`config.mk`:
```
export PLATFORM = sky130hd
export DESIGN_NAME = wsched_stream_flat
export DESIGN_NICKNAME = d
export VERILOG_FILES = /design/src/rtl/wsched_stream_if.sv /design/src/rtl/wsched_stream.sv /design/src/flat_wrapper.sv
export SDC_FILE = /design/constraint.sdc
export NUM_CORES = 1
export LEC_CHECK = 0
export BUFFER_PORTS_ARGS = -buffer_cell sky130_fd_sc_hd__buf_2
export CORE_ASPECT_RATIO = 1.4
export CORE_MARGIN = 2
export CORE_UTILIZATION = 25
export DETAILED_ROUTE_END_ITERATION = 6
export GPL_ROUTABILITY_DRIVEN = 0
export GPL_TIMING_DRIVEN = 0
export PLACE_DENSITY_LB_ADDON = 0.1
export RECOVER_POWER = 50
export SYNTH_ARGS = -nofsm -noshare
export SYNTH_HDL_FRONTEND = slang
export SYNTH_SLANG_ARGS = --single-unit
```
`constraint.sdc`:
```
create_clock -name clk -period 4.8 [get_ports clk]
set_input_delay 0.72 -clock clk [delete_from_list [all_inputs] [get_ports clk]]
set_output_delay 0.72 -clock clk [all_outputs]
set_load 0.005 [all_outputs]
```
`src/rtl/wsched_stream_if.sv`:
```
// rtl/wsched_stream_if.sv - message-in / schedule-out stream bundle for wsched_stream
// The abort signal exists only when WSCHED_ABORT_EN is defined.
interface wsched_stream_if #(parameter int WORD_W = 32);
   logic              start;
   logic              m_valid;
   logic              m_ready;
   logic [WORD_W-1:0] m_data;
   logic              w_valid;
   logic              w_ready;
   logic [WORD_W-1:0] w_data;
   logic [6:0]        w_idx;
   logic              busy;
   logic              done;
`ifdef WSCHED_ABORT_EN
   logic              abort;
`endif

   modport master (
      output start, m_valid, m_data, w_ready,
`ifdef WSCHED_ABORT_EN
      output abort,
`endif
      input  m_ready, w_valid, w_data, w_idx, busy, done
   );

   modport slave (
      input  start, m_valid, m_data, w_ready,
`ifdef WSCHED_ABORT_EN
      input  abort,
`endif
      output m_ready, w_valid, w_data, w_idx, busy, done
   );
endinterface

```
`src/rtl/wsched_stream.sv`:
```
// rtl/wsched_stream.sv - SHA-2 message schedule generator, 16-word sliding window
// Optional abort input enabled by defining WSCHED_ABORT_EN.
module wsched_stream #(
   parameter int WORD_W = 32,
   parameter int ROUNDS = 64
) (
   input  logic            clk,
   input  logic            reset_n,
   wsched_stream_if.slave  bus
);
   localparam logic [6:0] T_LOAD_END = 7'd15;
   localparam logic [6:0] T_LAST     = 7'(ROUNDS - 1);

   typedef enum logic [1:0] {IDLE, LOAD, EXPAND} state_t;

   state_t            state, state_nxt;
   logic [6:0]        t;
   logic [WORD_W-1:0] win [16];
   logic [WORD_W-1:0] w_new;
   logic              xfer;
   logic              abort_req;
   logic              done_q;

   function automatic logic [WORD_W-1:0] rotr(input logic [WORD_W-1:0] x, input int n);
      return (x >> n) | (x << (WORD_W - n));
   endfunction

   function automatic logic [WORD_W-1:0] sig0(input logic [WORD_W-1:0] x);
      if (WORD_W == 64) return rotr(x, 1) ^ rotr(x, 8) ^ (x >> 7);
      else              return rotr(x, 7) ^ rotr(x, 18) ^ (x >> 3);
   endfunction

   function automatic logic [WORD_W-1:0] sig1(input logic [WORD_W-1:0] x);
      if (WORD_W == 64) return rotr(x, 19) ^ rotr(x, 61) ^ (x >> 6);
      else              return rotr(x, 17) ^ rotr(x, 19) ^ (x >> 10);
   endfunction

   // win[k] holds W[t-1-k], so these taps are W[t-2], W[t-7], W[t-15], W[t-16]
   assign w_new = sig1(win[1]) + win[6] + sig0(win[14]) + win[15];

`ifdef WSCHED_ABORT_EN
   assign abort_req = bus.abort;
`else
   assign abort_req = 1'b0;
`endif

   always_ff @(posedge clk or negedge reset_n) begin
      if (!reset_n) state <= IDLE;
      else          state <= state_nxt;
   end

   always_comb begin
      state_nxt   = state;
      bus.m_ready = 1'b0;
      bus.w_valid = 1'b0;
      bus.w_data  = '0;
      xfer        = 1'b0;
      case (state)
         IDLE: begin
            if (bus.start) state_nxt = LOAD;
         end
         LOAD: begin
            bus.w_valid = bus.m_valid;
            bus.m_ready = bus.w_ready;
            bus.w_data  = bus.m_data;
         end
         EXPAND: begin
            bus.w_valid = 1'b1;
            bus.w_data  = w_new;
         end
         default: state_nxt = IDLE;
      endcase
      xfer = bus.w_valid & bus.w_ready;
      if (xfer && state == LOAD && t == T_LOAD_END) state_nxt = EXPAND;
      if (xfer && state == EXPAND && t == T_LAST)   state_nxt = IDLE;
      if (abort_req) state_nxt = IDLE;
   end

   always_ff @(posedge clk or negedge reset_n) begin
      if (!reset_n) begin
         t      <= '0;
         done_q <= 1'b0;
         for (int k = 0; k < 16; k++) win[k] <= '0;
      end else if (abort_req) begin
         t      <= '0;
         done_q <= 1'b0;
         for (int k = 0; k < 16; k++) win[k] <= '0;
      end else begin
         done_q <= xfer && state == EXPAND && t == T_LAST;
         if (state == IDLE && bus.start) begin
            t <= '0;
         end else if (xfer) begin
            t <= (state == EXPAND && t == T_LAST) ? 7'd0 : t + 7'd1;
            win[0] <= bus.w_data;
            for (int k = 1; k < 16; k++) win[k] <= win[k-1];
         end
      end
   end

   assign bus.w_idx = t;
   assign bus.busy  = (state != IDLE);
   assign bus.done  = done_q;
endmodule

```
`src/flat_wrapper.sv`:
```
// flat-port wrapper written by rule: the top's interface ports become plain ports
module wsched_stream_flat 
#(
   parameter int WORD_W = 32,
   parameter int ROUNDS = 64
)
  (clk, reset_n, bus_start, bus_m_valid, bus_m_data, bus_w_ready, bus_m_ready, bus_w_valid, bus_w_data, bus_w_idx, bus_busy, bus_done);
  wsched_stream_if #(.WORD_W(WORD_W)) bus_i ();
  input  logic clk;
  input  logic reset_n;
  input wire logic [$bits(bus_i.start)-1:0] bus_start;
  input wire logic [$bits(bus_i.m_valid)-1:0] bus_m_valid;
  input wire logic [$bits(bus_i.m_data)-1:0] bus_m_data;
  input wire logic [$bits(bus_i.w_ready)-1:0] bus_w_ready;
  output wire logic [$bits(bus_i.m_ready)-1:0] bus_m_ready;
  output wire logic [$bits(bus_i.w_valid)-1:0] bus_w_valid;
  output wire logic [$bits(bus_i.w_data)-1:0] bus_w_data;
  output wire logic [$bits(bus_i.w_idx)-1:0] bus_w_idx;
  output wire logic [$bits(bus_i.busy)-1:0] bus_busy;
  output wire logic [$bits(bus_i.done)-1:0] bus_done;
  assign bus_i.start = bus_start;
  assign bus_i.m_valid = bus_m_valid;
  assign bus_i.m_data = bus_m_data;
  assign bus_i.w_ready = bus_w_ready;
  assign bus_m_ready = bus_i.m_ready;
  assign bus_w_valid = bus_i.w_valid;
  assign bus_w_data = bus_i.w_data;
  assign bus_w_idx = bus_i.w_idx;
  assign bus_busy = bus_i.busy;
  assign bus_done = bus_i.done;
  wsched_stream #(.WORD_W(WORD_W), .ROUNDS(ROUNDS)) u_core (.clk(clk), .reset_n(reset_n), .bus(bus_i));
endmodule
```
==> results.cfg <==
[outcome]
status = complete, but fails checks
violations = max-capacitance violations, max-slew violations, negative setup slack

[sta]
tightest_slew_ns = 2.375
slew_headroom = -0.5830
finalSetupTns_ns = -18.50
finalCritPeriodShare = 1.202
grt_setup_unrepaired = yes
slew_viol_final = 366
fin_ws_ns = -0.9715
hold_viol = 0
fin_skew_ns = 0.01779
max_freq_mhz = 173.3
setup_viol = 28
finalCriticalPeriod_ns = 5.771

[synth]
synth_top_area_frac = 0.5297
syn_nets = 2974
synth_edf_count = 0
netlist_area_um2 = 24660
ys.flop_type = dfrtp_1
synth_top_cell_by_area = dfrtp_1
synth_warnings = 0
yosysSeqAreaShare = 0.5297
avgSynthCellArea_um2 = 8.683
netlist_top_cells_area = dfrtp_1, nand2_1, fa_1
syn_inst = 2840
synth_common_cells = nand2_1, dfrtp_1, inv_1
synth.most_common_cell = nand2_1
ys_async_sr_fraction = 1.000
ys_ff_latch = 522
synth_cell_types = 55

[placed_design]
dp_hpwl_um = 64280
portBuffers = 78
place_ws_ns = -1.148

[worst_setup_path]
worstPathRequired_ns = 4.08
crit_chain = xnor2_2 -> xnor2_2 -> fa_1 -> inv_2 -> fa_1 -> inv_1 -> ha_2 -> fa_2 -> a211oi_4 -> o21ai_4 -> a211oi_4 -> o21a_1 -> o21ai_4 -> a211oi_4 -> mux2i_1 -> nand2_1 -> buf_2
crit_slowest_cell = fa_1
cp_top_family = adder cells
r2r_setup_slack_ns = -0.07
rr_startpoint = u_core.win[468]
worst-path-buf-inv = 3
ff2ff_path_depth = 21
setup.worst_path.class = flip-flop to output port
cp.arrival_ns = 5.05
cpMostUsedCell = a211oi_4
critical_path.max_stage_delay_ns = 0.53
critPathLaunchType = flip-flop
critPathCaptureType = output port
timing.rr.end = u_core.win[501]
crit_fanout = 3

[global_routing]
overflow = 0
grt_max_degree = 102
grt_pass1_vias = 19615
grt_usage = 0.1681
grt_pass1_wl_um = 127600
antenna_found_initial = 0

[floorplanning]
die_area_um2 = 101200
ios = 80
start_util = 0.2516
chipWidth_um = 269.4
fp.dieH_um = 375.6
core-area_um2 = 98010
fp-row-count = 136

[finish]
drive_gt1_frac = 0.1559
fill_cells = 10575
final_nets = 3142
seqCellArea_um2 = 13100
syn2layout_area_growth_pct = 21.77
multiInputGateArea_um2 = 11170
fin_util = 0.3063
diodes = 0

[clock_network]
cts_sinks = 522
root_buffer = clkbuf_16
clk_path_buf_depth = 3
h-tree-depth = 2
cts.reportedPaths.clkPinSlew_ns = 0.07
cts_tree = built
cts_buffers = 55
cts_hold_buf = 0
clkLatencyLatePin_ns = 0.63

[min_path]
hold-path-cell-count = 3
hp-class = primary input to flip-flop
hp-start = bus_m_data[31]
holdPathEnd = u_core.win[511]

[detailed_routing]
first_iter_violations = 1118
num_vias = 18597
first_pass_iters = 5
wl_per_cell_um = 19.42
wl_um = 84770
drc = 0
drtAntennaViolNets = 0
vias_per_cell = 4.260

[power]
total_power_mw = 19.53
power_density_nw_per_um2 = 650.3
p_leak_nw = 15.66
vdd_drop_max_uv = 338.3

[run]
drv_cap = 4
==> cell usage in the layout, fill, tap and decap left out, types with 37 or more instances in the layout <==
cell	count
buf_2	123
buf_4	66
clkbuf_1	97
clkbuf_16	56
dfrtp_1	491
fa_1	61
inv_1	143
nand2_1	1411
o21ai_0	77
xnor2_1	77
xnor2_2	37
==> logic make-up (layout without fill, tap and decap cells) <==
| family | Yosys count | in the layout | share of synthesized area |
|---|---|---|---|
| AO/OA/AOI/OAI | 220 | 220 | 0.05521 |
| multiplexers | 15 | 15 | 0.006596 |
| buffers and inverters | 331 | 545 | 0.05282 |
| XOR/XNOR | 144 | 144 | 0.05145 |
| AND/OR/NAND/NOR | 1511 | 1511 | 0.2361 |
| flip-flops | 522 | 522 | 0.5297 |
| adder cells (fa/ha/maj) | 97 | 97 | 0.06809 |
==> how the worst max path moves through the flow <==
stage / depth (start not counted) / slack [ns] / end / start
after global placement: 1 / -8.33 / u_core.win[191] / reset_n
after global routing: 17 / -1.12 / bus_w_data[29] / u_core.win[468]
final: 17 / -0.97 / bus_w_data[29] / u_core.win[468]
after detailed placement: 17 / -1.15 / bus_w_data[27] / u_core.win[459]
after CTS: 17 / -0.97 / bus_w_data[29] / u_core.win[468]
after floorplan: 17 / 0.08 / bus_w_data[29] / u_core.win[468]
==> where the power goes <==
group | internal [mW] | switching [mW] | leakage, nW
sequential | 5.40 | 1.05 | 7.11
clock | 2.66 | 1.91 | 0.929
combinational | 3.40 | 5.10 | 7.63
==> state kept, by name, summed over array words and instances, names as in the netlist <==
register,flops
u_core.win,512
u_core.state,2
u_core.bus.done,1
u_core.bus.w_idx,7
==> layer usage <==
metal	GRT usage	wire [µm]	part of all wire	vias up
met3	0.01795	2015	0.024	120
met1	0.1925	33740	0.40	9161
met5	0	0	0	-
li1	-	-	-	9037
met2	0.3195	45850	0.54	279
met4	0.06216	3174	0.037	0
==> repair_timing <==
item,4_1_cts,5_1_grt
endpoints found under the setup margin,43,32
endpoints found under the hold margin,0,0
resized for setup,130,84
pin swaps,40,37
setup buffers,62,23
==> stage by stage <==
step	area, µm²	hold WS [ns]	instances
after CTS	29590	0.07849	4354
after global routing	30030	0.3632	4365
final	30030	0.3645	4365
after floorplan	24660	0.4244	2840
after detailed placement	26840	0.4530	4234
after global placement	26690	0.4515	4229
==> layout make-up <==
class,instances,share of cell area
clock buffers,82,0.05392
plain buffers,131,0.01838
repair buffers,160,0.03538
well taps,1311,0.05463
flip-flops and latches,522,0.4364
multi-input cells,1987,0.3721
clock inverters,21,0.01025
inverters,151,0.01896
==> tightest hold or removal path, cell delays in order <==
cell and delay, ns:
buf_2 0.11, nand2_1 0.06, a31oi_1 0.07
Power figures use the tool's default switching activity.
